File: config.mk
export PLATFORM = sky130hd
export DESIGN_NAME = seg_marquee_flat
export DESIGN_NICKNAME = d
export VERILOG_FILES = /design/src/rtl/seg_marquee_pkg.sv /design/src/rtl/seg_marquee_if.sv /design/src/rtl/seg_marquee_tick_gen.sv /design/src/rtl/seg_marquee.sv /design/src/flat_wrapper.sv
export SDC_FILE = /design/constraint.sdc
export NUM_CORES = 1
export LEC_CHECK = 0
export CORE_MARGIN = 5
export CORE_UTILIZATION = 25
export CTS_BUF_LIST = sky130_fd_sc_hd__clkbuf_2 sky130_fd_sc_hd__clkbuf_4 sky130_fd_sc_hd__clkbuf_8
export DETAILED_ROUTE_END_ITERATION = 8
export HOLD_SLACK_MARGIN = 0.08
export MAX_ROUTING_LAYER = met4
export SETUP_SLACK_MARGIN = 0.1
export SYNTH_ARGS = -nofsm -noshare
export SYNTH_HDL_FRONTEND = slang
export SYNTH_SLANG_ARGS = --single-unit
export TNS_END_PERCENT = 20
File: constraint.sdc
create_clock -name clk -period 5.8 [get_ports clk]
set_clock_uncertainty 0.2 [all_clocks]
set_input_delay 0.58 -clock clk [delete_from_list [all_inputs] [get_ports clk]]
set_output_delay 0.58 -clock clk [all_outputs]
set_load 0.05 [all_outputs]
File: src/rtl/seg_marquee_pkg.sv
// Shared constants and state encoding for the scrolling 7-segment marquee.
// No logic here; imported by the marquee top and its interface users.
package mp_pkg;

    localparam logic [7:0] ASCII_BLANK = 8'h00;
    localparam logic [7:0] ASCII_H     = 8'h68;

    typedef enum logic {
        IDLE   = 1'b0,
        SCROLL = 1'b1
    } marq_state_t;

endpackage

File: src/rtl/seg_marquee_if.sv
// Host-side control/load bus plus the six digit codes of the marquee.
// wr_ready is the only flow-control signal; everything else is level or pulse.
interface seg_marquee_if #(
    parameter int MSG_DEPTH = 16
);
    localparam int LW = $clog2(MSG_DEPTH + 1);

    logic          clear;
    logic          wr_en;
    logic [7:0]    wr_char;
    logic          wr_ready;
    logic          start;
    logic          pause;
    logic          loop;
    logic          busy;
    logic [LW-1:0] msg_len;
    logic [7:0]    ascii5;
    logic [7:0]    ascii4;
    logic [7:0]    ascii3;
    logic [7:0]    ascii2;
    logic [7:0]    ascii1;
    logic [7:0]    ascii0;

    modport master (
        output clear, wr_en, wr_char, start, pause, loop,
        input  wr_ready, busy, msg_len,
        input  ascii5, ascii4, ascii3, ascii2, ascii1, ascii0
    );

    modport slave (
        input  clear, wr_en, wr_char, start, pause, loop,
        output wr_ready, busy, msg_len,
        output ascii5, ascii4, ascii3, ascii2, ascii1, ascii0
    );

endinterface

File: src/rtl/seg_marquee_tick_gen.sv
// Two-stage prescaler: TICK_MAX clocks per tick, STEP_TICKS ticks per step.
// step is a combinational 1-cycle pulse; counters freeze while en is low.
module tick_gen #(
    parameter int TICK_MAX   = 25000,
    parameter int STEP_TICKS = 250
) (
    input  logic clk,
    input  logic reset,
    input  logic en,
    input  logic sync_clr,
    output logic step
);
    localparam int TW = (TICK_MAX > 1)   ? $clog2(TICK_MAX)   : 1;
    localparam int SW = (STEP_TICKS > 1) ? $clog2(STEP_TICKS) : 1;

    logic [TW-1:0] tick_cnt;
    logic [SW-1:0] step_cnt;
    logic          tick_wrap;
    logic          step_wrap;

    assign tick_wrap = (tick_cnt == TW'(TICK_MAX - 1));
    assign step_wrap = (step_cnt == SW'(STEP_TICKS - 1));
    assign step      = en && tick_wrap && step_wrap;

    always_ff @(posedge clk) begin
        if (reset || sync_clr) begin
            tick_cnt <= '0;
            step_cnt <= '0;
        end else if (en) begin
            if (tick_wrap) begin
                tick_cnt <= '0;
                step_cnt <= step_wrap ? '0 : step_cnt + 1'b1;
            end else begin
                tick_cnt <= tick_cnt + 1'b1;
            end
        end
    end

endmodule

File: src/rtl/seg_marquee.sv
// Scrolls a host-loaded message right-to-left across six ASCII digit codes.
// Digits are registered one cycle behind pos; writes are refused (wr_ready=0) while scrolling or full.
module seg_marquee
    import mp_pkg::*;
#(
    parameter int MSG_DEPTH  = 16,
    parameter int TICK_MAX   = 25000,
    parameter int STEP_TICKS = 250,
    parameter int DIGITS     = 6
) (
    input  logic          clk,
    input  logic          reset,
    seg_marquee_if.slave  bus
);
    localparam int LW = $clog2(MSG_DEPTH + 1);
    localparam int PW = $clog2(MSG_DEPTH + DIGITS);
    localparam int IW = $clog2(2 * (MSG_DEPTH + DIGITS));
    localparam int BW = (MSG_DEPTH > 1) ? $clog2(MSG_DEPTH) : 1;

    marq_state_t   state;
    logic          loop_q;
    logic [LW-1:0] msg_len_q;
    logic [PW-1:0] pos;
    logic [7:0]    msg_buf   [MSG_DEPTH];
    logic [7:0]    digit_nxt [DIGITS];
    logic [7:0]    digit_q   [DIGITS];

    logic          scrolling;
    logic          start_ok;
    logic          wr_ok;
    logic          step;
    logic          last_pos;
    logic [IW-1:0] vlen;

    assign scrolling = (state == SCROLL);
    assign start_ok  = bus.start && (msg_len_q != '0);
    assign wr_ok     = bus.wr_en && bus.wr_ready;
    assign vlen      = IW'(msg_len_q) + IW'(DIGITS);
    assign last_pos  = (IW'(pos) == vlen - 1'b1);

    tick_gen #(
        .TICK_MAX   (TICK_MAX),
        .STEP_TICKS (STEP_TICKS)
    ) u_tick_gen (
        .clk      (clk),
        .reset    (reset),
        .en       (scrolling && !bus.pause),
        .sync_clr (bus.clear || start_ok),
        .step     (step)
    );

    // Control priority: reset > clear > start > step/write.
    always_ff @(posedge clk) begin
        if (reset) begin
            state     <= IDLE;
            loop_q    <= 1'b0;
            msg_len_q <= '0;
            pos       <= '0;
        end else if (bus.clear) begin
            state     <= IDLE;
            msg_len_q <= '0;
            pos       <= '0;
        end else if (start_ok) begin
            state  <= SCROLL;
            pos    <= '0;
            loop_q <= bus.loop;
        end else if (scrolling) begin
            if (step) begin
                if (last_pos) begin
                    pos <= '0;
                    if (!loop_q) begin
                        state <= IDLE;
                    end
                end else begin
                    pos <= pos + 1'b1;
                end
            end
        end else if (wr_ok) begin
            msg_len_q <= msg_len_q + 1'b1;
        end
    end

    // Buffer contents survive reset; msg_len alone defines what is valid.
    always_ff @(posedge clk) begin
        if (!reset && !bus.clear && !start_ok && wr_ok) begin
            msg_buf[msg_len_q[BW-1:0]] <= bus.wr_char;
        end
    end

    // Virtual string: DIGITS blanks followed by the message, indexed mod V.
    for (genvar k = 0; k < DIGITS; k++) begin : g_digit
        logic [IW-1:0] raw_idx;
        logic [IW-1:0] wrap_idx;
        logic [BW-1:0] buf_idx;

        always_comb begin
            raw_idx      = IW'(pos) + IW'(DIGITS - 1 - k);
            wrap_idx     = (raw_idx >= vlen) ? raw_idx - vlen : raw_idx;
            buf_idx      = BW'(wrap_idx - IW'(DIGITS));
            digit_nxt[k] = (wrap_idx < IW'(DIGITS)) ? ASCII_BLANK : msg_buf[buf_idx];
        end
    end

    always_ff @(posedge clk) begin
        for (int k = 0; k < DIGITS; k++) begin
            if (reset) begin
                digit_q[k] <= ASCII_BLANK;
            end else begin
                digit_q[k] <= scrolling ? digit_nxt[k] : ASCII_BLANK;
            end
        end
    end

    assign bus.busy     = scrolling;
    assign bus.wr_ready = !scrolling && (msg_len_q < LW'(MSG_DEPTH));
    assign bus.msg_len  = msg_len_q;
    assign bus.ascii0   = digit_q[0];
    assign bus.ascii1   = digit_q[1];
    assign bus.ascii2   = digit_q[2];
    assign bus.ascii3   = digit_q[3];
    assign bus.ascii4   = digit_q[4];
    assign bus.ascii5   = digit_q[5];

endmodule
File: src/flat_wrapper.sv
// flat-port wrapper written by rule: the top's interface ports become plain ports
module seg_marquee_flat import mp_pkg::*;
#(
    parameter int MSG_DEPTH  = 16,
    parameter int TICK_MAX   = 25000,
    parameter int STEP_TICKS = 250,
    parameter int DIGITS     = 6
)
  (clk, reset, bus_clear, bus_wr_en, bus_wr_char, bus_start, bus_pause, bus_loop, bus_wr_ready, bus_busy, bus_msg_len, bus_ascii5, bus_ascii4, bus_ascii3, bus_ascii2, bus_ascii1, bus_ascii0);
  seg_marquee_if #(.MSG_DEPTH(MSG_DEPTH)) bus_i ();
  input  logic clk;
  input  logic reset;
  input wire logic [$bits(bus_i.clear)-1:0] bus_clear;
  input wire logic [$bits(bus_i.wr_en)-1:0] bus_wr_en;
  input wire logic [$bits(bus_i.wr_char)-1:0] bus_wr_char;
  input wire logic [$bits(bus_i.start)-1:0] bus_start;
  input wire logic [$bits(bus_i.pause)-1:0] bus_pause;
  input wire logic [$bits(bus_i.loop)-1:0] bus_loop;
  output wire logic [$bits(bus_i.wr_ready)-1:0] bus_wr_ready;
  output wire logic [$bits(bus_i.busy)-1:0] bus_busy;
  output wire logic [$bits(bus_i.msg_len)-1:0] bus_msg_len;
  output wire logic [$bits(bus_i.ascii5)-1:0] bus_ascii5;
  output wire logic [$bits(bus_i.ascii4)-1:0] bus_ascii4;
  output wire logic [$bits(bus_i.ascii3)-1:0] bus_ascii3;
  output wire logic [$bits(bus_i.ascii2)-1:0] bus_ascii2;
  output wire logic [$bits(bus_i.ascii1)-1:0] bus_ascii1;
  output wire logic [$bits(bus_i.ascii0)-1:0] bus_ascii0;
  assign bus_i.clear = bus_clear;
  assign bus_i.wr_en = bus_wr_en;
  assign bus_i.wr_char = bus_wr_char;
  assign bus_i.start = bus_start;
  assign bus_i.pause = bus_pause;
  assign bus_i.loop = bus_loop;
  assign bus_wr_ready = bus_i.wr_ready;
  assign bus_busy = bus_i.busy;
  assign bus_msg_len = bus_i.msg_len;
  assign bus_ascii5 = bus_i.ascii5;
  assign bus_ascii4 = bus_i.ascii4;
  assign bus_ascii3 = bus_i.ascii3;
  assign bus_ascii2 = bus_i.ascii2;
  assign bus_ascii1 = bus_i.ascii1;
  assign bus_ascii0 = bus_i.ascii0;
  seg_marquee #(.MSG_DEPTH(MSG_DEPTH), .TICK_MAX(TICK_MAX), .STEP_TICKS(STEP_TICKS), .DIGITS(DIGITS)) u_core (.clk(clk), .reset(reset), .bus(bus_i));
endmodule
==> run metrics, run 1 <==
run status=finished clean; asr flop ratio synth=0%; Mean Syn Cell Area=10.1 sq um; routed len/inst=22.7 microns; fin util=29.7%; HP Class=reg -> reg; number of CTS-inserted buffers=40; syn_nets=1694; largest driver fanout on the critical path=15; cell area after layout=19200 sq um; Post-synth EDFFs=128; Post-DP Area=18300 sq um; synthesis-to-finish area growth=17.3%; most frequent cells in the layout=mux2i_1, nand2_1, edfxtp_1, nor2_1, dfxtp_1; Pre-antenna DRT Iters=7; Slew @ Worst Pin=1120 ps; largest net degree at the start of global routing=76; LEAKAGE=7.25 nW; Synth Warn #=0; final period utilization=93.4%; clock tree buffer depth=3; Syn Std Cell Area=16400 sq um; max_slew headroom=25.3%; fmax=0.185 GHz; Synth Flop Type=edfxtp_1; Sink Count=211; first-pass GRT wire length=88.9 mm; Clock Latency Late Sink=630 ps; critical path startpoint category=flop; Crit-path slowest cell=dfxtp_1; crit path cell chain=clkinv_1, ha_1, a21oi_1, xor2_1, inv_1, ha_1, nand4b_1, nor2b_1, and3_1, nor3_2, o21ai_0, ha_1, inv_1, a211o_1, nor4_4, a211o_2, o21ai_1, a31o_1, or4_1, a31oi_1; IO buf count=69; Die Y=266 microns; CTS tree=built; Die ar.=70800 sq um; Initial DRC Count=1682; Starting Density=25.3%; GP Congestion=0.949; CP endpoint kind=flop; Final nets=1773; row count=93; drc violations=0; Req. time, crit path=6110 ps; Post-Route WL=58.9 mm; Max Cap Viol=0; layout cells sized above 1=15.7%; Unique masters post-synth=96; Root Buffer=clkbuf_8; cells after synthesis=1625; RSZ-0062 raised after global routing=true; number of global-route vias before repair=14200; CP peak stage delay=460 ps; antenna viol nets, final=0; Final setup viols=0; most common cell after layout, fill and taps aside=mux2i_1; htree depth=2; Synth Register Bits=211; final hold vios=0; maximum vdd drop=0.0957 mV; I/O pin total=70; Die X=266 microns; via count=14500; GR Overflow Total=0; worst path arrival time=5720 ps; most frequent CP cell=ha_1; Core Box Area=64700 sq um; clock transition at the registers of the reported paths=80 ps; antenna violations before repair=6; Seq/Total Area, Yosys=33.6%; max-slew violation total from the final report=0; critical path class=reg -> reg; pwr dens=180 nW/um^2; DPL Wire Length=43.7 mm; GRT Total Usage=16.4%; vias per cell=5.58; Final min period=5410 ps
## per-layer routing
metal,part of all wire [%],GRT usage (%),wire (microns)
met3,9.9,3.65,5840
met5,0,-,0
met2,45,25.5,26500
met4,3.2,5.18,1860
met1,42,21.4,24700
## stage by stage
| stage | cells | power [mW] | setup WS (ps) | hold slack (ps) | TNS [ps] |
|---|---|---|---|---|---|
| floorplan | 1625 | 1.79 | 97.3 | 248 | 0 |
| global placement | 2509 | 1.86 | 322 | 271 | 0 |
| detailed placement | 2509 | 1.87 | 94.7 | 271 | 0 |
| CTS | 2583 | 3.50 | 206 | 277 | 0 |
| global route | 2596 | 3.58 | -23.2 | 321 | -23.2 |
| finish | 2596 | 3.45 | 386 | 275 | 0 |
## state kept, by name, indices dropped and copies added, names as in the netlist
signal                      cells
u_core.bus.msg_len              5
u_core.loop_q                   1
u_core.digit_q                 48
u_core.pos                      5
u_core.bus.busy                 1
u_core.u_tick_gen.step_cnt      8
u_core.u_tick_gen.tick_cnt     15
u_core.msg_buf                128
## report_power, final
group	internal, mW	switching, mW
Combinational	0.101	0.146
Clock	0.877	0.729
Sequential	1.59	0.00776
## layout make-up
cell class                 instances  area [sq um]
timing repair buffer             142          1290
clock buffer                      55           688
antenna                            5          12.5
sequential                       211          5510
clock inverter                    19           178
inverter                          33           124
tap                              855          1070
fill                            6726         45500
multi-input combinational       1276         10400
## critical path: cells and delay by family (launching register included)
kind,cells,cell delay [ps]
xor+xnor,1,280
fa+ha+maj,3,830
flops,1,460
simple gates,6,1610
compound gates,7,1560
buf+inv,3,360
## kinds of logic after synthesis
family,share of synthesized area (%)
xor gates and xnor gates,3.34
adders and majority gates,4.37
DFF,33.6
AOI/OAI and AO/OA,18.4
and+or+nand+nor,14.1
buffers and inverters,3.88
muxes,22.4
## timing repair
action,4_1_cts,5_1_grt
gates resized for setup,1,2
hold buffers,0,0
endpoints found under the setup margin,1,13
setup buffers,0,8
pin swaps,0,2
## cells in the mapped netlist (13+ instances only)
cell type  instances  area, sq um
a22oi_1           56          420
xor2_1            24          210
clkbuf_1          52          195
o22ai_1           23          144
a21oi_1           45          225
a32o_1            15          150
nor2_1            85          319
nand2_1          168          631
edfxtp_1         128         3840
a211oi_1          39          293
nor3_1            13         65.1
mux4_2            53         1190
xnor2_1           31          272
nand3_1           49          245
nor2b_1           35          219
dfxtp_1           83         1660
buf_2             25          125
nand4_1           17          106
inv_1             28          105
mux2_2            30          338
ha_1              50          626
a31oi_1           23          144
o21ai_0           46          230
a221o_1           26          260
mux2i_1          212         2120
and3_1            25          156
## worst paths after layout
path	from	end	slack, ps	cells past startpoint
hold reg to reg	u_core.loop_q$_SDFFE_PP0P_	u_core.loop_q$_SDFFE_PP0P_	280	2
setup / recovery	u_core.pos[1]$_SDFFE_PP0P_	u_core.digit_q[1][7]$_SDFF_PP0_	390	20
setup reg to reg	u_core.pos[1]$_SDFFE_PP0P_	u_core.digit_q[1][7]$_SDFF_PP0_	390	20
hold / removal	u_core.loop_q$_SDFFE_PP0P_	u_core.loop_q$_SDFFE_PP0P_	280	2
Note: power is estimated with default switching activity, not from simulation.
==> run 2: changes to the inputs <==
- GPL_ROUTABILITY_DRIVEN: not set -> 0
- PLACE_DENSITY: not set -> 0.46
==> run 2 against run 1 <==
Against the previous run: non-clock buffer count fell by 10; worst setup slack got worse by 11 ps; global-route usage rose by 0.29 points; critical endpoint is now u_core.digit_q[1][11]$_SDFF_PP0_; total power fell by 0.95%; combinational power fell by 4%; routed wire length rose by 2.1%; count of clock-buffer cells in the layout fell by 5; clock power barely moved; worst hold slack improved by 11 ps; maximum frequency fell by 0.21%; sequential power barely moved; sequential share of layout area rose by 0.17 points.
==> run metrics, run 2 (synthesized netlist as in run 1, its figures left out) <==
htree depth=2 (unchanged); Final nets=1762 (was 1773); vias per cell=5.48 (was 5.58); run status=finished clean (unchanged); max_slew headroom=23.7% (was 25.3%); synthesis-to-finish area growth=16.6% (was 17.3%); Register Area=5510 sq um (unchanged); Core Box Area=64700 sq um (unchanged); clock transition at the registers of the reported paths=70 ps (was 80 ps); IO buf count=69 (unchanged); layout cells sized above 1=15.0% (was 15.7%); fin cells=2581 (was 2596); critical path startpoint category=flop (unchanged); Final setup viols=0 (unchanged); pwr dens=179 nW/um^2 (was 180 nW/um^2); number of CTS-inserted buffers=39 (was 40); Reg2Reg Launch Point=u_core.pos[2]$_SDFFE_PP0P_ (was u_core.pos[1]$_SDFFE_PP0P_); drc violations=0 (unchanged); routed len/inst=23.3 microns (was 22.7 microns); worst hold margin=286 ps (was 275 ps); Req. time, crit path=6100 ps (was 6110 ps); final period utilization=93.5% (was 93.4%); clock tree buffer depth=3 (unchanged); HP Class=reg -> reg (unchanged); multi-input logic area=10400 sq um (about the same); fmax=0.184 GHz (was 0.185 GHz); Initial DRC Count=1626 (was 1682); hold endpoint=u_core.loop_q$_SDFFE_PP0P_ (unchanged); Slew @ Worst Pin=1120 ps (about the same); I/O pin total=70 (unchanged); Sink Count=211 (unchanged); critical path class=reg -> reg (unchanged); largest net degree at the start of global routing=66 (was 76); Clock Latency Late Sink=610 ps (was 630 ps); Placed Cells=2507 (was 2509); DPL Wire Length=46.1 mm (was 43.7 mm); cell area after layout=19100 sq um (was 19200 sq um); Die Y=266 microns (unchanged); hold depth=2 (unchanged); Pre-antenna DRT Iters=6 (was 7); worst reg2reg path endpoint=u_core.digit_q[1][11]$_SDFF_PP0_ (was u_core.digit_q[1][7]$_SDFF_PP0_); Max Cap Viol=0 (unchanged); Hold Buf Count CTS=0 (unchanged); Root Buffer=clkbuf_8 (unchanged); Die ar.=70800 sq um (unchanged); Die X=266 microns (unchanged); GR Overflow Total=0 (unchanged); most frequent cells in the layout=mux2i_1, nand2_1, edfxtp_1, nor2_1, dfxtp_1 (unchanged); TNS Setup=0 ps (unchanged); antenna violations before repair=1 (was 6); CP endpoint kind=flop (unchanged); Post-Route WL=60.1 mm (was 58.9 mm); worst hold start=u_core.loop_q$_SDFFE_PP0P_ (unchanged); antenna viol nets, final=0 (unchanged); FF-to-FF path depth=19 (was 20); max-slew violation total from the final report=0 (unchanged); maximum vdd drop=0.108 mV (was 0.0957 mV); R2R Setup Slk=370 ps (was 390 ps); LEAKAGE=7.19 nW (was 7.25 nW); first-pass GRT wire length=89.2 mm (was 88.9 mm); via count=14100 (was 14500); Fill cells=6778 (was 6726); Post-DP Area=18300 sq um (about the same); final hold vios=0 (unchanged); Largest register FFs=128 (unchanged); RSZ-0062 raised after global routing=true (unchanged); worst path arrival time=5730 ps (was 5720 ps); most common cell after layout, fill and taps aside=mux2i_1 (unchanged); Starting Density=25.3% (unchanged); GRT Total Usage=16.7% (was 16.4%); CTS tree=built (unchanged); number of global-route vias before repair=13600 (was 14200); largest driver fanout on the critical path=19 (was 15); row count=93 (unchanged); Final min period=5430 ps (was 5410 ps)
## run 2: cell count changes in the layout (fill, tap and decap cells not counted), moves of 2 or more
| cell | previous run | this run |
|---|---|---|
| buf_4 | 69 | 59 |
| diode_2 | 5 | 2 |
| clkinvlp_4 | 1 | 3 |
| clkbuf_8 | 44 | 40 |
| inv_8 | 0 | 2 |
| clkinv_8 | 2 | 0 |
## run 2: per-stage QoR
| stage | setup WS [ps] | total power, mW | util, % |
|---|---|---|---|
| final | 374 | 3.42 | 29.5 |
| after global routing | 65.8 | 3.56 | 29.5 |
| after detailed placement | 462 | 1.87 | 28.2 |
| after floorplan | 97.3 | 1.79 | - |
| after global placement | 507 | 1.86 | 28.2 |
| after CTS | 435 | 3.48 | 29.5 |
## run 2: worst max-delay path: stages, from the launching register on
cell and delay [ps]:
dfxtp_1 520, ha_1 300, xnor2_1 210, clkinv_1 150, ha_1 370, and4_1 240, nor2_1 60, a32o_1 340
nor2_1 230, o21ai_0 110, buf_4 180, ha_1 190, buf_4 190, or4_1 580, o2111ai_4 350, buf_4 380
mux2i_1 220, a22o_1 170, a221oi_2 40, a32o_1 250
## run 2: layout make-up
cell class	instances	area share, %
Antenna cell	2	0.0262
Tap cell	855	5.60
Sequential cell	211	28.8
Timing Repair Buffer	132	6.35
Clock inverter	22	1.10
Multi-Input combinational cell	1276	54.2
Clock buffer	50	3.27
Inverter	33	0.648
## run 2: worst max-delay path by stage
stage	start	to	slack, ps
after floorplan	u_core.pos[1]$_SDFFE_PP0P_	u_core.digit_q[1][7]$_SDFF_PP0_	100
after global placement	u_core.pos[2]$_SDFFE_PP0P_	u_core.digit_q[1][2]$_SDFF_PP0_	510
after detailed placement	u_core.pos[2]$_SDFFE_PP0P_	u_core.digit_q[1][10]$_SDFF_PP0_	460
after CTS	u_core.pos[2]$_SDFFE_PP0P_	u_core.digit_q[1][11]$_SDFF_PP0_	440
after global routing	u_core.pos[2]$_SDFFE_PP0P_	u_core.digit_q[1][11]$_SDFF_PP0_	70
final	u_core.pos[2]$_SDFFE_PP0P_	u_core.digit_q[1][11]$_SDFF_PP0_	370
## run 2: routing by layer
| layer | up-vias | track usage, % | routed length, microns |
|---|---|---|---|
| met2 | 607 | 25.0 | 26200 |
| met1 | 6928 | 23.1 | 27200 |
| met5 | - | - | 0 |
| li1 | 6481 | - | - |
| met3 | 119 | 3.47 | 5100 |
| met4 | 0 | 4.40 | 1680 |
## run 2: power breakdown
group	internal, mW	switching [mW]	leakage (nW)
clock	0.861	0.722	0.435
sequential	1.59	0.00855	1.82
combinational	0.0958	0.142	4.93
## run 2: repair_timing
item,in CTS,in global routing
endpoints found under the setup margin,0,10
setup buffers,0,0
endpoints found under the hold margin,0,0
resized for setup,0,2
